$ cat config.mk
export PLATFORM = sky130hd
export DESIGN_NAME = phase_frame_sequencer
export DESIGN_NICKNAME = d
export VERILOG_FILES = /design/src/rtl/phase_ctrl_pkg.sv /design/src/rtl/phase_shadow_ram.sv /design/src/rtl/phase_frame_sequencer.sv
export SDC_FILE = /design/constraint.sdc
export NUM_CORES = 1
export LEC_CHECK = 0
export BUFFER_PORTS_ARGS = -buffer_cell sky130_fd_sc_hd__buf_2
export CAP_MARGIN = 5
export CORE_MARGIN = 1
export CORE_UTILIZATION = 62
export DETAILED_ROUTE_END_ITERATION = 7
export GPL_TIMING_DRIVEN = 0
export MAX_ROUTING_LAYER = met4
export PLACE_DENSITY = 0.75
export SETUP_SLACK_MARGIN = 0.3
export SLEW_MARGIN = 25
export SYNTH_ARGS = -nofsm -noshare
export SYNTH_HDL_FRONTEND = slang
export SYNTH_HIERARCHICAL = 1
export SYNTH_SLANG_ARGS = --single-unit
$ cat constraint.sdc
create_clock -name clk -period 8.7 [get_ports clk]
set_input_delay 1.305 -clock clk [delete_from_list [all_inputs] [get_ports clk]]
set_output_delay 1.305 -clock clk [all_outputs]
set_load 0.02 [all_outputs]
$ cat src/rtl/phase_ctrl_pkg.sv
// Shared definitions for the phase broadcast sequencer: opcodes, FSM states,
// command/broadcast field positions and the broadcast word packer.
package phase_ctrl_pkg;

    typedef enum logic [7:0] {
        OPC_WRITE   = 8'h00,
        OPC_COMMIT  = 8'h01,
        OPC_ALL_OFF = 8'h02
    } opcode_e;

    typedef enum logic [2:0] {
        ST_INIT,
        ST_IDLE,
        ST_ARMED,
        ST_SWEEP,
        ST_OFF_SWEEP
    } state_e;

    localparam int unsigned OPC_MSB = 31;
    localparam int unsigned OPC_LSB = 24;
    localparam int unsigned EN_BIT  = 16;
    localparam int unsigned CH_MSB  = 15;
    localparam int unsigned CH_LSB  = 8;
    localparam int unsigned PH_MSB  = 7;
    localparam int unsigned PH_LSB  = 0;

    function automatic logic [31:0] pack_phase_word(input logic en,
                                                    input logic [7:0] ch,
                                                    input logic [7:0] ph);
        return {15'b0, en, ch, ph};
    endfunction

endpackage

$ cat src/rtl/phase_shadow_ram.sv
// Shadow phase table: one write port, one synchronous read port, no reset.
module phase_shadow_ram #(
    parameter int unsigned DEPTH = 64,
    parameter int unsigned AW    = 6,
    parameter int unsigned DW    = 9
) (
    input  logic          clk,
    input  logic          wr_en,
    input  logic [AW-1:0] wr_addr,
    input  logic [DW-1:0] wr_data,
    input  logic [AW-1:0] rd_addr,
    output logic [DW-1:0] rd_data
);

    logic [DW-1:0] mem [DEPTH];

    always_ff @(posedge clk) begin
        if (wr_en)
            mem[wr_addr] <= wr_data;
        rd_data <= mem[rd_addr];
    end

endmodule

$ cat src/rtl/phase_frame_sequencer.sv
// Buffers host phase writes and replays the whole table on the PWM period
// boundary after a commit; also provides an all-channels-off sweep for estop.
module phase_frame_sequencer
    import phase_ctrl_pkg::*;
#(
    parameter int unsigned NUM_CHANNELS = 64
) (
    input  logic        clk,
    input  logic        rst,
    input  logic [31:0] s_data,
    input  logic        s_valid,
    output logic        s_ready,
    input  logic        estop,
    input  logic        period_start,
    output logic        phase_parse_en,
    output logic [31:0] phase_data,
    output logic        busy,
    output logic        cmd_err
);

    localparam int unsigned AW   = (NUM_CHANNELS > 1) ? $clog2(NUM_CHANNELS) : 1;
    localparam logic [AW-1:0] LAST = AW'(NUM_CHANNELS - 1);
    localparam logic [8:0]    NCH  = 9'(NUM_CHANNELS);

    state_e        state;
    logic [AW-1:0] cnt;
    logic [8:0]    nxt9;
    logic          wr_en;
    logic [AW-1:0] wr_addr;
    logic [AW-1:0] rd_addr;
    logic [8:0]    wr_data;
    logic [8:0]    rd_data;
    logic [7:0]    cmd_op;
    logic [7:0]    cmd_ch;
    logic [7:0]    cmd_ph;
    logic          cmd_en;
    logic          ch_ok;
    logic          accept;
    logic          unused_bits;

    function automatic logic [AW-1:0] wrap_idx(input logic [8:0] x);
        return (x >= NCH) ? '0 : x[AW-1:0];
    endfunction

    assign cmd_op      = s_data[OPC_MSB:OPC_LSB];
    assign cmd_en      = s_data[EN_BIT];
    assign cmd_ch      = s_data[CH_MSB:CH_LSB];
    assign cmd_ph      = s_data[PH_MSB:PH_LSB];
    assign unused_bits = ^s_data[23:17];

    assign ch_ok   = ({1'b0, cmd_ch} < NCH);
    assign s_ready = (state == ST_IDLE) && !estop;
    assign accept  = s_valid && s_ready;
    assign busy    = (state != ST_IDLE);
    assign nxt9    = 9'(cnt) + 9'd1;

    // Read address runs one entry ahead of the strobe being launched, so
    // rd_data already holds the entry to emit (or to rewrite) at each edge.
    always_comb begin
        rd_addr = '0;
        if (!(estop && state != ST_OFF_SWEEP && state != ST_INIT)) begin
            case (state)
                ST_ARMED:     rd_addr = period_start ? wrap_idx(9'd1) : '0;
                ST_SWEEP:     rd_addr = wrap_idx(9'(cnt) + 9'd2);
                ST_OFF_SWEEP: rd_addr = wrap_idx(nxt9);
                default:      rd_addr = '0;
            endcase
        end
    end

    always_comb begin
        wr_en   = 1'b0;
        wr_addr = cnt;
        wr_data = '0;
        case (state)
            ST_INIT: wr_en = 1'b1;
            ST_OFF_SWEEP: begin
                wr_en   = 1'b1;
                wr_data = {1'b0, rd_data[7:0]};
            end
            ST_IDLE: begin
                if (accept && cmd_op == OPC_WRITE && ch_ok) begin
                    wr_en   = 1'b1;
                    wr_addr = cmd_ch[AW-1:0];
                    wr_data = {cmd_en, cmd_ph};
                end
            end
            default: wr_en = 1'b0;
        endcase
    end

    phase_shadow_ram #(
        .DEPTH (NUM_CHANNELS),
        .AW    (AW),
        .DW    (9)
    ) u_shadow (
        .clk     (clk),
        .wr_en   (wr_en),
        .wr_addr (wr_addr),
        .wr_data (wr_data),
        .rd_addr (rd_addr),
        .rd_data (rd_data)
    );

    always_ff @(posedge clk) begin
        if (rst) begin
            state          <= ST_INIT;
            cnt            <= '0;
            phase_parse_en <= 1'b0;
            phase_data     <= '0;
            cmd_err        <= 1'b0;
        end else begin
            phase_parse_en <= 1'b0;
            phase_data     <= '0;
            cmd_err        <= 1'b0;
            if (state == ST_INIT) begin
                // Table clear after reset; the RAM itself has no reset.
                if (cnt == LAST) begin
                    state <= ST_IDLE;
                    cnt   <= '0;
                end else begin
                    cnt <= cnt + 1'b1;
                end
            end else if (estop && state != ST_OFF_SWEEP) begin
                state          <= ST_OFF_SWEEP;
                cnt            <= '0;
                phase_parse_en <= 1'b1;
                phase_data     <= pack_phase_word(1'b0, 8'h00, 8'h00);
            end else begin
                case (state)
                    ST_IDLE: begin
                        if (accept) begin
                            case (cmd_op)
                                OPC_WRITE:  cmd_err <= !ch_ok;
                                OPC_COMMIT: state   <= ST_ARMED;
                                OPC_ALL_OFF: begin
                                    state          <= ST_OFF_SWEEP;
                                    cnt            <= '0;
                                    phase_parse_en <= 1'b1;
                                    phase_data     <= pack_phase_word(1'b0, 8'h00, 8'h00);
                                end
                                default: cmd_err <= 1'b1;
                            endcase
                        end
                    end
                    ST_ARMED: begin
                        if (period_start) begin
                            state          <= ST_SWEEP;
                            cnt            <= '0;
                            phase_parse_en <= 1'b1;
                            phase_data     <= pack_phase_word(rd_data[8], 8'h00, rd_data[7:0]);
                        end
                    end
                    ST_SWEEP: begin
                        if (cnt == LAST) begin
                            state <= ST_IDLE;
                            cnt   <= '0;
                        end else begin
                            cnt            <= cnt + 1'b1;
                            phase_parse_en <= 1'b1;
                            phase_data     <= pack_phase_word(rd_data[8], nxt9[7:0], rd_data[7:0]);
                        end
                    end
                    ST_OFF_SWEEP: begin
                        if (cnt == LAST) begin
                            cnt <= '0;
                            if (estop) begin
                                phase_parse_en <= 1'b1;
                                phase_data     <= pack_phase_word(1'b0, 8'h00, 8'h00);
                            end else begin
                                state <= ST_IDLE;
                            end
                        end else begin
                            cnt            <= cnt + 1'b1;
                            phase_parse_en <= 1'b1;
                            phase_data     <= pack_phase_word(1'b0, nxt9[7:0], 8'h00);
                        end
                    end
                    default: state <= ST_IDLE;
                endcase
            end
        end
    end

endmodule

* Word-level counts from Yosys, hierarchy flattened
Memory sizes are Yosys's and may differ from the RTL's. A register that Yosys moved wholly into a read port is not among the register bits. Cells that the tools add are included.
Word-level totals: bits in writable memories 576, flip-flop bits (word level) 43, word-level logic and storage cells 91, bits of input ports 37, memories 1, output and inout port bits 36
Memories:
- u_shadow.mem | words 64, bits a word 9, read ports 1, clocked after Yosys merged registers in 1, wr ports 1, RTL line phase_shadow_ram.sv:15 | logic [DW-1:0] mem [DEPTH];
Cells by class: reduce and logical (&&, ||, !) cells 20, mux-type cells 42, add/subtract/negate cells 3, $lt $le $gt $ge 3, equality and inequality tests 15, bitwise logic cells 2
Operators with widths (number):
- 6-bit 2-to-1 mux | 11
- 17-bit case mux with 3 select lines | 1
- 6-bit case mux with 3 select lines | 2
- 17-bit 2-to-1 mux | 2
- 3-bit 2-to-1 mux | 7
- 9-bit case mux with 2 select lines | 1
- 15-bit 2-to-1 mux | 1
- 7-bit greater-or-equal comparator (second input constant) | 2
- 4-bit inequality test (second input constant) | 3
- 3-bit case mux with 4 select lines | 1
- 1-bit 2-to-1 mux | 11
- 9-bit 2-to-1 mux | 1
- 8-bit by 1-bit == test with 1-bit output (second input constant) | 1
- 8-bit by 2-bit == test with 1-bit output (second input constant) | 1
- 8-bit zero test | 1
- 8-bit by 7-bit less-than comparator with 1-bit output (second input constant) | 1
- 2-bit OR reduction | 4
- 6-bit by 1-bit adder with 7-bit output (second input constant) | 1
- 6-bit by 2-bit adder with 7-bit output (second input constant) | 1
- 6-bit by 1-bit adder with 6-bit output (second input constant) | 1
- 3-bit by 2-bit == test with 1-bit output (second input constant) | 2
- 6-bit == test (second input constant) | 1
- 1-bit logical AND | 6
- 3-bit case mux with 2 select lines | 1
- other kinds (18) | 21

* Logic depth before layout (Yosys ltp)
Gate-level depths: netlist of the first run.
depth after elaboration 9, depth in mapped cells 15, depth with buffers taken out 10

* Hierarchy
Netlist of the first run, hierarchy kept.
By module, submodules not included:
- phase_shadow_ram | area each 22594.2 sq um, times used 1, cells each 1020
- phase_frame_sequencer | area each 1746.7 sq um, times used 1, cells each 207

* Worst setup path before layout of the first run
Ideal clock, no wire load.
kind input to register, start point in estop, end point mem u_shadow.mem[0][8], data pin, cell stages on the path 4, slack 1.962 ns, setup time 0.863 ns, buffers on the path 1, data required time 7.837 ns, arrival 5.874 ns, cell sequence clkbuf_1 -> nor4b_2 -> nand2_1 -> nor4_1
On the way: word-level cells in the longest chain between the ends 7
RTL lines:
- from (decl) | RTL line phase_frame_sequencer.sv:13 | input logic estop,
- 1-bit zero test | RTL line phase_frame_sequencer.sv:52 | assign s_ready = (state == ST_IDLE) && !estop;
- 1-bit logical AND | RTL line phase_frame_sequencer.sv:52
- named net s_ready | RTL line phase_frame_sequencer.sv:12 | output logic s_ready,
- 1-bit logical AND | RTL line phase_frame_sequencer.sv:53 | assign accept = s_valid && s_ready;
- 1-bit logical AND (2 in series) | RTL line phase_frame_sequencer.sv:82 | if (accept && cmd_op == OPC_WRITE && ch_ok) begin
- 9-bit 2-to-1 mux | RTL line phase_frame_sequencer.sv:82
- 9-bit case mux with 2 select lines | RTL line phase_frame_sequencer.sv:75 | case (state)
- named net wr_data[8] | RTL line phase_frame_sequencer.sv:31 | logic [8:0] wr_data;
- to (decl) | RTL line phase_shadow_ram.sv:15
The timed path passes the listed nets, and every way through them passes these cells.

* Worst setup path in the final report of the first run
start point in estop, end point mem u_shadow.mem[61][4] (enable)
RTL lines:
- 1-bit zero test | RTL line phase_frame_sequencer.sv:52
- 1-bit logical AND | RTL line phase_frame_sequencer.sv:52
- 1-bit logical AND | RTL line phase_frame_sequencer.sv:53
- 1-bit logical AND (2 in series) | RTL line phase_frame_sequencer.sv:82
- 6-bit 2-to-1 mux | RTL line phase_frame_sequencer.sv:82
- 6-bit 2-to-1 mux | RTL line phase_frame_sequencer.sv:75
- named net wr_addr[2] | RTL line phase_frame_sequencer.sv:29 | logic [AW-1:0] wr_addr;
The timed path passes the listed nets, and every way through them passes these cells.

==> results of run 1 <==
kinds of logic after synthesis:
| family | count (synthesis) | share of synthesized area, % |
|---|---|---|
| flops | 612 | 74.0 |
| simple gates | 218 | 4.46 |
| mux | 186 | 15.6 |
| compound gates | 117 | 3.52 |
| buf+inv | 87 | 2.13 |
| xor+xnor | 4 | 0.144 |
| fa+ha+maj | 2 | 0.103 |
| other cells | 1 | 0.0154 |
flip-flops by register name (all words and copies together) (netlist names):
signal,flops
u_shadow/mem,576
phase_data,16
state,3
phase_parse_en,1
u_shadow/rd_data,9
cnt,6
cmd_err,1
final timing paths:
| check | to | slack, ns | depth (start not counted) |
|---|---|---|---|
| worst max-delay path | u_shadow/mem[61][4] | 3.57 | 10 |
| worst min register to register | phase_data[16] | 0.47 | 1 |
| worst min-delay path | phase_data[16] | 0.47 | 1 |
| worst max register to register | u_shadow/rd_data[5] | 3.65 | 12 |
metal layers:
| layer | vias to the layer above | GRT usage (%) | wire length (um) | share of wire [%] |
|---|---|---|---|---|
| li1 | 5299 | - | - | - |
| met1 | 6549 | 40.4 | 21000 | 37 |
| met2 | 806 | 46.1 | 27000 | 48 |
| met3 | 135 | 7.26 | 6480 | 12 |
| met4 | 0 | 8.93 | 1770 | 3.2 |
| met5 | - | - | 0 | 0 |
final cells by class:
cell class,instances,area (sq um)
plain buffers,82,499
clock buffers,76,1520
clock inverters,28,233
fillers,2284,11500
inverters,5,18.8
multi-input cells,544,5950
flip-flops and latches,612,18000
well taps,518,648
repair buffers,58,300
power groups by stage:
stage / Clock, uW / Sequential (uW) / Combinational [uW]
finish: 2340 / 3210 / 93.7
global placement: 0 / 3270 / 89.2
global route: 2480 / 3210 / 98.6
floorplan: 0 / 3260 / 54.6
CTS: 2370 / 3210 / 91.2
detailed placement: 0 / 3270 / 90.9
layout by cell type, fill, tap and decap left out, drive strengths merged, types with 8 or more instances in the layout:
cell | Yosys | layout
a21oi | 18 | 18
o21ai | 13 | 13
o22ai | 9 | 9
clkinv | 0 | 23
nand3 | 14 | 14
nor2 | 87 | 87
a22o | 9 | 9
nand2 | 40 | 40
buf | 52 | 110
dfxtp | 36 | 36
a22oi | 17 | 17
mux2i | 24 | 24
edfxtp | 576 | 576
mux2 | 11 | 11
conb | 1 | 17
nand2b | 8 | 8
and2 | 15 | 15
clkbuf | 30 | 106
mux4 | 151 | 151
nor2b | 14 | 14
through the flow:
step	setup TNS, ns	utilization (%)
floorplan	0	-
global placement	-115.95	65.4
detailed placement	0	65.8
CTS	0	70.3
global route	0	70.3
finish	0	70.3
worst reg2reg max path, delay by kind of cell, from the launching register on:
family                 cells  cell delay [ns]
buffers and inverters      6             2.38
and+or+nand+nor            2             0.75
AOI/OAI and AO/OA          4             1.55
DFF                        1             0.32
==> summary.txt, run 1 <==
Placement
  – Number of instances in the placed design: 1,819
  – Detail Placement HPWL: 35,600 um
  – GPL Wtd Cong: 0.942
  – Area of placed instances: 0.0254 sq mm
  – Count of input and output buffers: 48
  – Pre-CTS setup slack: 3.09 ns

Power
  – Power per cell area: 208 mW/mm^2
  – Clock power frac: 41.5%
  – Total chip power: 5640 uW
  – Share of power burned in registers: 56.8%
  – Static Leakage: 0.00766 uW
  – Switching power as a share of total power: 19.1%
  – Cell-internal power: 4570 uW
  – Net switching power figure: 1080 uW
  – Peak supply drop: 0.000156 V
  – Logic pwr share: 1.7%

STA
  – RSZ-0062 raised after global routing: no
  – Worst slew pin tran: 1.10 ns
  – Worst Skew: 0.0120 ns
  – Slew Limit Fails: 0
  – Hold slack: 0.469 ns
  – # setup viols final: 0
  – Period utilisation layout: 58.9%
  – Minimum period implied by the final worst setup slack: 5.13 ns
  – Final Hold Fails: 0
  – Worst rel slew slack: 26.7%
  – Maximum clock rate: 195 MHz
  – Final setup slack of the worst path: 3.57 ns

Yosys
  – Top FF cell, synth: sky130_fd_sc_hd__edfxtp_1
  – Number of flops mapped to enable cells by yosys: 576
  – Distinct cells, synth: 71
  – Cell accounting for the most synthesized area: sky130_fd_sc_hd__edfxtp_1
  – Post-synthesis instance area: 0.0243 sq mm
  – Post-Synthesis Mean Instance Area: 19.8 sq um
  – Proportion of synthesized chip area in sequential cells: 74.0%
  – Proportion of netlist area held by the largest area contributor: 71.1%
  – Number of warnings issued by yosys: 6
  – Most used standard cells in the synthesized netlist: sky130_fd_sc_hd__edfxtp_1 (576), sky130_fd_sc_hd__mux4_2 (143), sky130_fd_sc_hd__nor2_1 (87)
  – Most numerous cell in the Yosys netlist: sky130_fd_sc_hd__edfxtp_1
  – Number of flip-flops and latches in the synthesized netlist: 612
  – Synth top area cells: sky130_fd_sc_hd__edfxtp_1 (71%), sky130_fd_sc_hd__mux4_2 (13%), sky130_fd_sc_hd__dfxtp_1 (3.0%), sky130_fd_sc_hd__nor2_1 (1.3%), sky130_fd_sc_hd__mux2i_1 (0.99%)
  – Post-Synthesis Cells: 1,227
  – Proportion of synthesized flip-flops having asynchronous set or reset: 0%

Detailed routing
  – Post-route DRC: 0
  – Via Count: 12,800
  – Vias per Instance: 6.65
  – Detailed-router iteration count before antenna repair: 6
  – Routed Wire Length: 56,200 um
  – First-iteration detailed-routing DRC count: 1,499
  – Routed Antenna Nets: 0
  – Post-DR wirelength/cell: 29.2 um

CTS
  – Number of hold buffers added after CTS: 0
  – Clock tree from TritonCTS: done
  – Clk sink count: 612
  – H-tree Lvls: 2
  – Worst-Skew Late Latency: 0.60 ns
  – Clock tree buffer depth: 3
  – Setup fix buffers added after clock tree synthesis: 0
  – Clk slew on worst S/H paths: 0.06 ns
  – Cell chosen for the clock root: sky130_fd_sc_hd__clkbuf_16
  – Cts repair resizes: 0
  – Number of buffers created by CTS: 57

Floorplan
  – Number of top-level design ports: 73
  – DIE WIDTH: 200 um
  – Initial cell density of the core: 63.0%
  – Placeable core region: 0.0386 sq mm
  – Y dimension of the die: 200 um
  – Number of placement rows: 72
  – Overall die area: 0.0401 sq mm

Worst setup path
  – Element type at the critical path end: flop
  – Worst path required time: 8.91 ns
  – Startpoint-to-endpoint class of the critical path: in2reg
  – Dominant delay contributor by cell family on the critical path: simple AND/OR/NAND/NOR gates
  – Startpoint types: input port
  – Most Frequent Cell on Critical Path: sky130_fd_sc_hd__clkbuf_1
  – Slowest-stage cell, CP: sky130_fd_sc_hd__nor2_1
  – Worst reg2reg startpoint: state[0]
  – Maximum single-stage delay on the critical path: 1.01 ns
  – Worst path cell trace: clkbuf_1 -> nor4b_2 -> nand2_1 -> nor3_4 -> buf_6 -> mux2_4 -> clkbuf_1 -> nor2b_1 -> nand3_1 -> nor2_1
  – Arr. time, crit path: 5.33 ns
  – Buf/Inv on CP: 3
  – Crit-path max FO: 10
  – Critical Path Source: estop

GRT
  – Maximum number of pins on one net before global-route repair: 65
  – Number of antenna violations at the first check in global routing: 0
  – Overall track demand over capacity in global routing: 30.0%
  – Vias in the first global route: 12,700
  – Aggregate global routing overflow: 0
  – Global-route wire length before repair: 83,400 um

Run status
  – Status: completed

Hold path
  – Hold path startpoint: u_shadow/rd_data[8]
  – Min-delay worst type: reg2reg

Finish
  – Final Cell Area: 0.0272 sq mm
  – Signed area change from the synthesized netlist to the final layout: 11.7%
  – Filler-free cell count of the finished design: 1,923
  – Count of nets after finishing: 1,399
  – Number of diodes: 0
  – Fraction of final layout cells with drive strength greater than 1: 26.0%

Run
  – MaxCap Viol Count: 0
(Power assumes the default switching activity.)
==> run 2: changes to the inputs <==
Settings changed: CORE_UTILIZATION 62 to 56, PLACE_DENSITY 0.75 to 0.72.
Clock period 8.7 ns to 4.52 ns, I/O delays scaled along.
==> summary.txt, run 2 (synthesis gave the netlist of run 1 again) <==
STA
  – Minimum period implied by the final worst setup slack: 4.49 ns
  – Final setup slack of the worst path: 0.0338 ns
  – Final Hold Fails: 0
  – Slew Limit Fails: 0
  – Worst Skew: 0.0131 ns
  – # setup viols final: 0
  – Maximum clock rate: 223 MHz
  – Worst slew pin tran: 0.936 ns
  – Period utilisation layout: 99.3%
  – Worst rel slew slack: 37.4%
  – RSZ-0062 raised after global routing: yes

Placement
  – Count of input and output buffers: 48
  – GPL Wtd Cong: 1.03
  – Number of instances in the placed design: 1,882
  – Detail Placement HPWL: 36,300 um
  – Pre-CTS setup slack: -0.439 ns

Floorplan
  – Placeable core region: 0.0430 sq mm
  – Number of placement rows: 76
  – Initial cell density of the core: 56.6%
  – Number of top-level design ports: 73
  – Overall die area: 0.0443 sq mm
  – Y dimension of the die: 210 um
  – DIE WIDTH: 210 um

Finish
  – Flip-flop count of the largest register, all copies and words added: 576
  – Filler-free cell count of the finished design: 1,998
  – Register ranked first by flip-flop count: u_shadow/mem
  – Number of filler cells placed in the layout: 2,830
  – Most common cell after layout, fill and taps aside: sky130_fd_sc_hd__edfxtp_1
  – Leading cell types in the layout, fill and taps excluded: sky130_fd_sc_hd__edfxtp_1 (576), sky130_fd_sc_hd__mux4_2 (143), sky130_fd_sc_hd__buf_2 (62)
  – Count of nets after finishing: 1,405
  – Fraction of final layout cells with drive strength greater than 1: 31.9%
  – Number of diodes: 0
  – Multi-input combinational cell area: 0.00630 sq mm
  – Leading registers by flop count: u_shadow/mem: 576 flops, phase_data: 16 flops, u_shadow/rd_data: 9 flops
  – Area occupied by registers: 0.0180 sq mm
  – Signed area change from the synthesized netlist to the final layout: 14.4%

Worst setup path
  – Startpoint types: flop
  – Cell depth of the worst setup path: 10
  – Buf/Inv on CP: 3
  – R2R cell count: 10
  – Element type at the critical path end: flop
  – Arr. time, crit path: 4.71 ns
  – Crit-path max FO: 10
  – Slowest-stage cell, CP: sky130_fd_sc_hd__nor2_1
  – Dominant delay contributor by cell family on the critical path: simple AND/OR/NAND/NOR gates
  – Worst reg2reg startpoint: state[1]
  – Critical Path Source: state[1]
  – Endpoint of the most critical register-to-register path: u_shadow/mem[40][0]
  – Worst path cell trace: buf_2 -> nor4b_2 -> nand2_1 -> nor3_4 -> buf_6 -> mux2_4 -> clkbuf_1 -> nor2_1 -> nand2_1 -> nor2_1
  – Flop-to-flop setup slack: 0.03 ns
  – Maximum single-stage delay on the critical path: 0.87 ns
  – Critical path endpoint: u_shadow/mem[40][0]
  – Worst path required time: 4.75 ns
  – Startpoint-to-endpoint class of the critical path: reg2reg

Power
  – Cell-internal power: 8880 uW
  – Static Leakage: 0.00778 uW
  – Power per cell area: 397 mW/mm^2
  – Net switching power figure: 2180 uW
  – Share of power burned in registers: 55.8%
  – Clock power frac: 42.4%
  – Logic pwr share: 1.8%
  – Peak supply drop: 0.000264 V
  – Switching power as a share of total power: 19.7%

Detailed routing
  – First-iteration detailed-routing DRC count: 1,351
  – Post-route DRC: 0
  – Via Count: 12,600
  – Routed Antenna Nets: 0
  – Post-DR wirelength/cell: 28.4 um
  – Detailed-router iteration count before antenna repair: 5
  – Vias per Instance: 6.33
  – Routed Wire Length: 56,800 um

CTS
  – Cell chosen for the clock root: sky130_fd_sc_hd__clkbuf_16
  – Worst-Skew Late Latency: 0.62 ns
  – Number of buffers created by CTS: 59
  – Clock tree buffer depth: 3
  – Clk slew on worst S/H paths: 0.07 ns
  – Clk sink count: 612
  – Clock tree from TritonCTS: done
  – H-tree Lvls: 2

GRT
  – Overall track demand over capacity in global routing: 27.0%
  – Aggregate global routing overflow: 0
  – Vias in the first global route: 12,300
  – Maximum number of pins on one net before global-route repair: 65
  – Number of antenna violations at the first check in global routing: 0
  – Global-route wire length before repair: 82,600 um

Hold path
  – Min-delay worst type: in2reg

Run
  – MaxCap Viol Count: 0

Run status
  – Status: completed
run 2: cell count changes in the layout (fill, tap and decap cells not counted), sizes merged:
| cell | before | now |
|---|---|---|
| clkdlybuf4s15 | 0 | 1 |
| bufinv | 4 | 2 |
| buf | 110 | 111 |
| clkinv | 23 | 17 |
| inv | 5 | 9 |
| clkinvlp | 1 | 2 |
| clkbuf | 106 | 115 |
run 2: stage by stage:
step / TNS [ns] / area [sq um] / total power (uW) / hold WS, ns / util [%]
floorplan: 0 / 24400 / 6390 / 0.406 / -
global placement: -100.92 / 25400 / 6460 / 0.447 / 59.1
detailed placement: -132.47 / 25500 / 6470 / 0.444 / 59.4
CTS: 0 / 27500 / 11100 / 0.343 / 63.9
global route: -6.60 / 27800 / 11400 / 0.372 / 64.8
finish: 0 / 27800 / 11100 / 0.372 / 64.8
run 2: timing repair:
action                                  CTS  global route
buffers inserted                          0             8
cloned                                    0             0
pin swaps                                 0             8
resized for setup                        33            78
endpoints found under the setup margin  414           548
hold buffers                              0             0
run 2: how the worst min path moves through the flow:
| stage | from | cells past startpoint | endpoint |
|---|---|---|---|
| after floorplan | u_shadow/rd_data[8] | 1 | phase_data[16] |
| after global placement | u_shadow/rd_data[8] | 1 | phase_data[16] |
| after detailed placement | u_shadow/rd_data[8] | 1 | phase_data[16] |
| after CTS | rst | 2 | cnt[4] |
| after global routing | rst | 2 | cnt[4] |
| final | rst | 2 | cnt[4] |
run 2: area by class of cell:
class | count | share of cell area [%]
timing repair buffer | 62 | 1.46
clock buffer | 83 | 5.95
sequential | 612 | 64.7
inverter | 5 | 0.0674
multi-input combinational | 544 | 22.6
buffer | 82 | 1.87
clock inverter | 25 | 0.670
tap | 585 | 2.63
run 2: routing by layer:
layer | global-route usage, % | wire length [um]
met1 | 37.2 | 22700
met2 | 42.1 | 27600
met3 | 4.57 | 5130
met4 | 8.15 | 1380
met5 | - | 0
run 2: power by group through the flow:
stage,Clock (uW),Sequential (uW),Combinational [uW]
6_report,4690,6170,200
5_1_grt,4980,6170,208
4_1_cts,4760,6170,180
3_5_place_dp,0,6290,175
3_3_place_gp,0,6290,172
2_1_floorplan,0,6280,106
